==> src/rtl/btn_ctrl_pkg.sv <==
// btn_ctrl_pkg: shared button FSM encoding, default debounce length and index wrap helper
package btn_ctrl_pkg;
    typedef enum logic [1:0] {ST_SCAN, ST_WAIT, ST_COMMIT} state_t;
    localparam int DEF_DEBOUNCE_CYCLES = 100000;
    function automatic int unsigned wrap_inc(input int unsigned i, input int unsigned n);
        return (i + 1 >= n) ? 0 : i + 1;
    endfunction
endpackage

==> src/rtl/button_scan_controller_if.sv <==
// button_scan_controller_if: button levels/pulses bundle; event port exists only with BTN_EVENT_FIFO_EN
interface button_scan_controller_if #(parameter int N_BTN = 4);
    logic [N_BTN-1:0] btn;
    logic [N_BTN-1:0] out;
    logic [N_BTN-1:0] press_pulse;
    logic [N_BTN-1:0] release_pulse;
    logic             busy;
`ifdef BTN_EVENT_FIFO_EN
    localparam int IDX_W = $clog2(N_BTN);
    logic             evt_valid;
    logic [IDX_W-1:0] evt_idx;
    logic             evt_press;
    logic             evt_ready;
    modport master (output btn, evt_ready, input out, press_pulse, release_pulse, busy, evt_valid, evt_idx, evt_press);
    modport slave (input btn, evt_ready, output out, press_pulse, release_pulse, busy, evt_valid, evt_idx, evt_press);
`else
    modport master (output btn, input out, press_pulse, release_pulse, busy);
    modport slave (input btn, output out, press_pulse, release_pulse, busy);
`endif
endinterface

==> src/rtl/debounce_timer.sv <==
// debounce_timer: single shared settle counter, saturates at DEBOUNCE_CYCLES-1 and flags done there
module debounce_timer import btn_ctrl_pkg::*; #(
    parameter int DEBOUNCE_CYCLES = DEF_DEBOUNCE_CYCLES
) (
    input  logic clk,
    input  logic rst,
    input  logic clear,
    input  logic en,
    output logic done
);
    localparam int CNT_W = $clog2(DEBOUNCE_CYCLES + 1);
    localparam logic [CNT_W-1:0] LAST = CNT_W'(DEBOUNCE_CYCLES - 1);
    logic [CNT_W-1:0] cnt_q, cnt_d;
    assign done = cnt_q == LAST;
    // restart on clear, otherwise count up and hold at the last value
    always_comb cnt_d = clear ? '0 : (en && !done) ? cnt_q + 1'b1 : cnt_q;
    // counter register
    always_ff @(posedge clk) cnt_q <= rst ? '0 : cnt_d;
endmodule

==> src/rtl/button_scan_controller.sv <==
// button_scan_controller: round-robin debouncer sharing one timer; BTN_EVENT_FIFO_EN adds a one-entry event slot
module button_scan_controller import btn_ctrl_pkg::*; #(
    parameter int N_BTN = 4,
    parameter int DEBOUNCE_CYCLES = DEF_DEBOUNCE_CYCLES
) (
    input logic clk,
    input logic rst,
    button_scan_controller_if.slave bus
);
    localparam int IDX_W = $clog2(N_BTN);
    state_t           state_q, state_d;
    logic [IDX_W-1:0] ptr_q, ptr_d, idx_q, idx_d;
    logic [N_BTN-1:0] meta_q, meta_d, sync_q, sync_d, out_q, out_d, press, rel;
    logic             clear, en, done, fire;
    function automatic logic [IDX_W-1:0] nxt(input logic [IDX_W-1:0] i);
        return IDX_W'(wrap_inc(32'(i), N_BTN));
    endfunction
    debounce_timer #(.DEBOUNCE_CYCLES(DEBOUNCE_CYCLES)) u_timer (
        .clk(clk), .rst(rst), .clear(clear), .en(en), .done(done)
    );
    assign bus.out = out_q;
    assign bus.press_pulse = press;
    assign bus.release_pulse = rel;
    assign bus.busy = state_q != ST_SCAN;
`ifdef BTN_EVENT_FIFO_EN
    logic             evt_valid_q, evt_valid_d, evt_press_q, evt_press_d;
    logic [IDX_W-1:0] evt_idx_q, evt_idx_d;
    assign fire = !(evt_valid_q && !bus.evt_ready);
    assign bus.evt_valid = evt_valid_q;
    assign bus.evt_idx = evt_idx_q;
    assign bus.evt_press = evt_press_q;
    // event slot drains on handshake and reloads on every committed edge
    always_comb begin
        evt_valid_d = evt_valid_q && !bus.evt_ready;
        evt_idx_d = evt_idx_q;
        evt_press_d = evt_press_q;
        if (state_q == ST_COMMIT && fire) begin
            evt_valid_d = 1'b1;
            evt_idx_d = idx_q;
            evt_press_d = !out_q[idx_q];
        end
    end
    // event slot registers
    always_ff @(posedge clk) begin
        evt_valid_q <= rst ? 1'b0 : evt_valid_d;
        evt_idx_q <= rst ? '0 : evt_idx_d;
        evt_press_q <= rst ? 1'b0 : evt_press_d;
    end
`else
    assign fire = 1'b1;
`endif
    // two-flop synchroniser inputs
    always_comb begin
        meta_d = bus.btn;
        sync_d = meta_q;
    end
    // scan for a disagreeing button, time its stability, then commit the new level
    always_comb begin
        state_d = state_q;
        ptr_d = ptr_q;
        idx_d = idx_q;
        out_d = out_q;
        clear = 1'b0;
        en = 1'b0;
        press = '0;
        rel = '0;
        case (state_q)
            ST_SCAN:
                if (sync_q[ptr_q] != out_q[ptr_q]) begin
                    idx_d = ptr_q;
                    clear = 1'b1;
                    state_d = ST_WAIT;
                end else ptr_d = nxt(ptr_q);
            ST_WAIT:
                if (sync_q[idx_q] == out_q[idx_q]) begin
                    ptr_d = nxt(idx_q);
                    state_d = ST_SCAN;
                end else if (done) state_d = ST_COMMIT;
                else en = 1'b1;
            ST_COMMIT:
                if (fire) begin
                    out_d[idx_q] = !out_q[idx_q];
                    press[idx_q] = !out_q[idx_q];
                    rel[idx_q] = out_q[idx_q];
                    ptr_d = nxt(idx_q);
                    state_d = ST_SCAN;
                end
            default: state_d = ST_SCAN;
        endcase
    end
    // state, pointer, level and synchroniser registers
    always_ff @(posedge clk) begin
        state_q <= rst ? ST_SCAN : state_d;
        ptr_q <= rst ? '0 : ptr_d;
        idx_q <= rst ? '0 : idx_d;
        out_q <= rst ? '0 : out_d;
        meta_q <= rst ? '0 : meta_d;
        sync_q <= rst ? '0 : sync_d;
    end
endmodule

==> src/flat_wrapper.sv <==
// flat-port wrapper written by rule: the top's interface ports become plain ports
module button_scan_controller_flat import btn_ctrl_pkg::*;
#(
    parameter int N_BTN = 4,
    parameter int DEBOUNCE_CYCLES = DEF_DEBOUNCE_CYCLES
)
  (clk, rst, bus_btn, bus_out, bus_press_pulse, bus_release_pulse, bus_busy);
  button_scan_controller_if #(.N_BTN(N_BTN)) bus_i ();
  input logic clk;
  input logic rst;
  input wire logic [$bits(bus_i.btn)-1:0] bus_btn;
  output wire logic [$bits(bus_i.out)-1:0] bus_out;
  output wire logic [$bits(bus_i.press_pulse)-1:0] bus_press_pulse;
  output wire logic [$bits(bus_i.release_pulse)-1:0] bus_release_pulse;
  output wire logic [$bits(bus_i.busy)-1:0] bus_busy;
  assign bus_i.btn = bus_btn;
  assign bus_out = bus_i.out;
  assign bus_press_pulse = bus_i.press_pulse;
  assign bus_release_pulse = bus_i.release_pulse;
  assign bus_busy = bus_i.busy;
  button_scan_controller #(.N_BTN(N_BTN), .DEBOUNCE_CYCLES(DEBOUNCE_CYCLES)) u_core (.clk(clk), .rst(rst), .bus(bus_i));
endmodule
==> config.mk <==
export PLATFORM = sky130hd
export DESIGN_NAME = button_scan_controller_flat
export DESIGN_NICKNAME = d
export VERILOG_FILES = /design/src/rtl/btn_ctrl_pkg.sv /design/src/rtl/button_scan_controller_if.sv /design/src/rtl/debounce_timer.sv /design/src/rtl/button_scan_controller.sv /design/src/flat_wrapper.sv
export SDC_FILE = /design/constraint.sdc
export NUM_CORES = 1
export LEC_CHECK = 0
export ABC_AREA = 1
export CAP_MARGIN = 15
export CORE_ASPECT_RATIO = 0.5
export CORE_UTILIZATION = 61
export CTS_CLUSTER_SIZE = 24
export DETAILED_ROUTE_END_ITERATION = 12
export PLACE_DENSITY = 0.84
export SETUP_SLACK_MARGIN = 0.15
export SKIP_LAST_GASP = 1
export SLEW_MARGIN = 20
export SYNTH_ARGS = -nofsm -noshare
export SYNTH_HDL_FRONTEND = slang
export SYNTH_SLANG_ARGS = --single-unit
export TNS_END_PERCENT = 50
==> constraint.sdc <==
create_clock -name clk -period 3.21 [get_ports clk]
set_input_delay 0.321 -clock clk [delete_from_list [all_inputs] [get_ports clk]]
set_output_delay 0.321 -clock clk [all_outputs]
set_load 0.01 [all_outputs]
Yosys cells after proc, flatten, opt, wreduce, memory -nomap -nowiden
Cells that the tools add are included.
{ "classes": {"addsub": 3, "mul": 0, "div_mod_pow": 0, "magnitude_cmp": 5, "eq_ne": 9, "shifts": 0, "n_mux": 27, "n_bitwise": 2, "n_reduce_logical": 11} }
{ "ops": {"columns": ["operator", "count"], "rows": [
  ["adder 17 x 1 -> 17 bit, second input constant", 1],
  ["equality test 17 bit, second input constant", 1],
  ["2-to-1 mux 2 bit", 7],
  ["2-to-1 mux 1 bit", 10],
  ["AND 4 bit", 2],
  ["binary-select mux 1 bit (select 2 bit)", 4],
  ["2-to-1 mux 4 bit", 2],
  ["adder 2 x 1 -> 3 bit, second input constant", 2],
  [">= comparator 3 bit, second input constant", 2],
  ["less-than comparator 2 x 3 -> 1 bit, second input constant", 2],
  ["one-hot mux 2 bit (3 select lines)", 1],
  ["bitwise mux 4 bit", 1],
  ["!= test 2 x 1 -> 1 bit, second input constant", 2],
  ["one-hot mux 2 bit (2 select lines)", 1],
  ["AND reduction 2 bit", 2],
  ["!= test 3 x 2 -> 1 bit, second input constant", 1],
  ["AND reduction 3 bit", 1],
  ["nonzero test 3 bit", 1],
  ["demux 1 bit (select 2 bit)", 1],
  ["equality test 2 x 1 -> 1 bit, second input constant", 1],
  ["equality test 2 bit, second input constant", 1],
  [">= comparator 2 x 1 -> 1 bit, second input constant", 1],
  ["logical AND 1 bit", 2],
  ["zero test 1 bit", 2],
  ["6 further kinds", 6]
]} }
{ "totals": {"ff_bits": 35, "latch_bits": 0, "ram_bits": 0, "rom_bits": 0, "inputBits": 6, "elab_cells": 64, "memories": 0} }

Longest topological paths before layout
{ "depth": {"word_depth": 6, "depth_mapped": 11} }

By module
A second synthesis with hierarchy kept.
{ "hier_totals": {"hier_cells": 305, "area_unflattened_um2": 2074.5} }
{ "by_module_without_submodules": {"columns": ["module", "n_inst", "cells_per_inst", "area_each_um2"], "rows": [
  ["button_scan_controller", 1, 158, 1088.5],
  ["debounce_timer", 1, 147, 985.9]
]} }

Least setup slack after synthesis
No wires, ideal clock.
{ "synth_timing": {"kind": "register -> register", "startpoint": "reg u_core.idx_q[0]", "endpoint": "reg u_core.u_timer.cnt_q[3]", "t_arrival_ps": 1428, "slack_ps": 1715, "stages_incl_launch_ff": 12, "period_less_slack_ps": 1495, "cell_sequence": "dfxtp_1 -> inv_2 -> nand2_2 -> nand2_1 -> nand2_1 -> nand2_2 -> nand2_2 -> nand4_4 -> inv_4 -> buf_12 -> nand2_2 -> a21oi_2"} }
{ "synth_between": {"elab_chain_len": 6, "elab_cells_between_ends": 8, "cone_classes": "eq/ne: 1; mux: 6; reduce/logical: 1"} }
{ "synth_lines": {"columns": ["element", "line", "rtl"], "rows": [
  ["start: declaration", "button_scan_controller.sv:12", "logic [IDX_W-1:0] ptr_q, ptr_d, idx_q, idx_d;"],
  ["start signal: assignment", "button_scan_controller.sv:95", "idx_q <= rst ? '0 : idx_d;"],
  ["binary-select mux 1 bit (select 2 bit)", "button_scan_controller.sv:75", "if (sync_q[idx_q] == out_q[idx_q]) begin"],
  ["2-to-1 mux 1 bit (not written as such)", "button_scan_controller.sv:75", null],
  ["equality test 1 bit (*)", "button_scan_controller.sv:75", null],
  ["2-to-1 mux 1 bit (*)", "button_scan_controller.sv:75", null],
  ["2-to-1 mux 1 bit (*)", "button_scan_controller.sv:67", "case (state_q)"],
  ["logical AND 1 bit (*)", "debounce_timer.sv:16", "always_comb cnt_d = clear ? '0 : (en && !done) ? cnt_q + 1'b1 : cnt_q;"],
  ["end signal: assignment", "debounce_timer.sv:18", "always_ff @(posedge clk) cnt_q <= rst ? '0 : cnt_d;"],
  ["end: declaration", "debounce_timer.sv:13", "logic [CNT_W-1:0] cnt_q, cnt_d;"]
]} }
Mark *: on every way between the ends. The rest lies on a longest branch, timed or not. The select of a mux whose other input is x is not followed.
A chain may end at the register's enable or synchronous reset.

Worst setup path after layout
{ "layout_timing": {"startpoint": "reg u_core.idx_q[0]", "endpoint": "out bus_press_pulse[3]"} }
{ "layout_between": {"elab_chain_len": 6, "elab_cells_between_ends": 10, "cone_classes": "order compare: 2; mux: 5; bitwise: 1; reduce/logical: 2"} }
{ "layout_lines": {"columns": ["element", "line", "rtl"], "rows": [
  ["less-than comparator 2 x 3 -> 1 bit (not written as such) / >= comparator 2 x 1 -> 1 bit (equally long branches)", "button_scan_controller.sv:83", "press[idx_q] = !out_q[idx_q];"],
  ["logical AND 1 bit (not written as such)", "button_scan_controller.sv:83", null],
  ["2-to-1 mux 1 bit (not written as such)", "button_scan_controller.sv:83", null],
  ["demux 1 bit (select 2 bit)", null, null],
  ["AND 4 bit (no source line) (*)", null, null],
  ["2-to-1 mux 4 bit (*)", "button_scan_controller.sv:67", null],
  ["end: declaration", "flat_wrapper.sv:13", "output wire logic [$bits(bus_i.press_pulse)-1:0] bus_press_pulse;"]
]} }
Marked as above.

==> results.sh <==
export IMPL_yosys_area_top_type="dfxtp_1"
export IMPL_wl_per_cell_um=11.5
export IMPL_dp_hpwl_um=3000
export IMPL_grt_pass1_vias=1676
export IMPL_period_minus_slack_ns=2.27
export IMPL_dr_total_vias=1864
export IMPL_syn_inst=296
export IMPL_hp_class="reg -> reg"
export IMPL_async_reset_ff_share_pct=0
export IMPL_ant_nets=0
export IMPL_end_kind="output pin"
export IMPL_n_antenna_cell=0
export IMPL_wirelength_um=4100
export IMPL_design_core_area_um2=3100
export IMPL_pin_count=19
export IMPL_dieArea_um2=3620
export IMPL_clk_pin_slew_ns=0.07
export IMPL_insertion_delay_ns=0.28
export IMPL_cts_path_max_buffers=2
export IMPL_hold_ws_ns=0.402
export IMPL_gp_congestion=0.849
export IMPL_ys_warn_count=0
export IMPL_cts_sinks=35
export IMPL_worstPathMaxFanout=9
export IMPL_drt_iter0_markers=89
export IMPL_maxSlewViolCount=0
export IMPL_synth_top_cell_area_share_pct=34.1
export IMPL_fin_skew_ns=0.00452
export IMPL_yosysMostFrequentCell="nand2_1"
export IMPL_initial_utilization_pct=66.3
export IMPL_synth_area_leaders="dfxtp_1 (34%), nand2_1 (14%), nor2_1 (7.5%)"
export IMPL_rr_startpoint="u_core.idx_q[0]$_SDFFE_PP0P_"
export IMPL_slew_headroom_pct=47.0
export IMPL_synth_flop_cell="dfxtp_1"
export IMPL_crit_start="u_core.idx_q[0]$_SDFFE_PP0P_"
export IMPL_p_leak_nw=0.980
export IMPL_layout_nets=334
export IMPL_cts_max_level=2
export IMPL_firstDrtPassIters=5
export IMPL_clockRootBuffer="clkbuf_8"
export IMPL_gr_total_overflow=0
export IMPL_max_cap_violations=0
export IMPL_die_y_um=43.1
export IMPL_synth_seq_area_share_pct=34.1
export IMPL_fin_crit_sh_pct=70.7
export IMPL_grt_pass1_wl_um=7070
export IMPL_crit_arrival_ns=1.95
export IMPL_hold_buffers=0
export IMPL_crit_type="reg -> out"
export IMPL_vdd_drop_max_v=0.000373
export IMPL_vias_per_cell=5.22
export IMPL_status="finished, final reports clean"
export IMPL_yosys_register_bits=35
export IMPL_start_kind="register"
export IMPL_cp_required_ns=2.89
export IMPL_synth_edf_count=0
export IMPL_netlist_area_um2=2060
export IMPL_netlist_top_cells_count="nand2_1 (76), nor2_1 (41), inv_1 (36), dfxtp_1 (35), nand3_1 (21)"
export IMPL_dieWidth_um=84.1
export IMPL_min_from="u_core.meta_q[3]$_SDFF_PP0_"
export IMPL_clock_fmax_mhz=440
export IMPL_syn2layout_area_growth_pct=13.2
export IMPL_drcViolationCount=0
export IMPL_cts_resized=0
export IMPL_hold_viol=0
export IMPL_tns_ns=0
export IMPL_grt_util_all_layers_pct=25.0
export IMPL_cts_setup_buffers=0
export IMPL_syn_num_nets=312
export IMPL_cts_buffers_inserted=5
export IMPL_syn_area_per_cell_um2=6.95
export IMPL_worst_pin_slew_ns=0.793
export IMPL_synth_cell_types=23
export IMPL_rsz0062_at_grt="false"
export IMPL_setup_violations=0
export IMPL_drive_above_1_share_pct=12.0
export IMPL_grt_start_max_net_pins=20
export IMPL_rows=14
export IMPL_p_per_area_nw_per_um2=608
export IMPL_antenna_found_initial=0
export IMPL_tritoncts="done"
export IMPL_numPortBuffers=18
worst max-delay path: stages (launching register included):
cell and delay [ns]:
dfxtp_1 0.48, inv_2 0.16, nand2_2 0.09, nand2_1 0.05, nand2_1 0.07, nand2_2 0.10, nor2_1 0.15, clkdlybuf4s50_1 0.56
routing by layer:
metal	GRT usage (%)	vias to the layer above	share of wire (%)
met5	0	-	0
met4	4.48	0	0.34
met3	7.39	2	4.7
met2	45.4	42	47
met1	30.1	858	48
li1	-	962	-
flip-flops by register name (all words and copies together) (netlist names):
register / count
u_core.bus.out: 4
u_core.u_timer.cnt_q: 17
u_core.meta_q: 4
u_core.ptr_q: 2
u_core.sync_q: 4
u_core.idx_q: 2
u_core.state_q: 2
layout make-up:
type / count / area, um^2
fillers: 227 / 772
well taps: 40 / 50.0
repair buffers: 19 / 188
clock buffers: 6 / 72.6
multi-input cells: 219 / 1170
flip-flops and latches: 35 / 701
inverters: 38 / 145
placed cells by master, fill, tap and decap left out, drive strengths merged:
| cell type | count |
|---|---|
| nand4 | 2 |
| xnor2 | 3 |
| nor3 | 3 |
| dfxtp | 35 |
| a21oi | 25 |
| nor2 | 41 |
| clkdlybuf4s50 | 18 |
| clkbuf | 6 |
| or2 | 2 |
| o32ai | 1 |
| o21ai | 5 |
| buf | 1 |
| mux2 | 1 |
| xor2 | 13 |
| nand3 | 21 |
| inv | 38 |
| nand2 | 92 |
| ha | 10 |
power by group:
group          switching, mW  internal (mW)  leakage, nW
registers             0.0634          0.483        0.285
logic                  0.371          0.208        0.658
clock network          0.146          0.145       0.0371
per-stage QoR:
step	worst slack [ns]	power, mW	utilization, %	instances	area, um^2
5_1_grt	0.836	1.51	75.1	357	2330
6_report	0.939	1.42	75.1	357	2330
3_3_place_gp	1.32	1.10	72.8	351	2260
4_1_cts	0.955	1.41	75.1	357	2330
3_5_place_dp	1.24	1.12	72.8	351	2260
2_1_floorplan	1.71	0.991	-	296	2060
cells by family (layout without fill, tap and decap cells):
family	Yosys count	count (layout)	synth area share [%]
AND/OR/NAND/NOR	161	161	34.0
multiplexers	1	1	0.547
flip-flops	35	35	34.1
buffers and inverters	42	63	8.94
adder cells (fa/ha/maj)	10	10	6.08
AO/OA/AOI/OAI	31	31	9.55
XOR/XNOR	16	16	6.81
final timing paths:
kind                            slack, ns  cells past startpoint                                     to
worst max-delay path                 0.94                      7                     bus_press_pulse[3]
worst min-delay path                 0.40                      2            u_core.sync_q[3]$_SDFF_PP0_
worst max register to register       1.24                     10  u_core.u_timer.cnt_q[14]$_SDFFE_PP0P_
worst min register to register       0.40                      2            u_core.sync_q[3]$_SDFF_PP0_
Note: power is estimated with default switching activity, not from simulation.
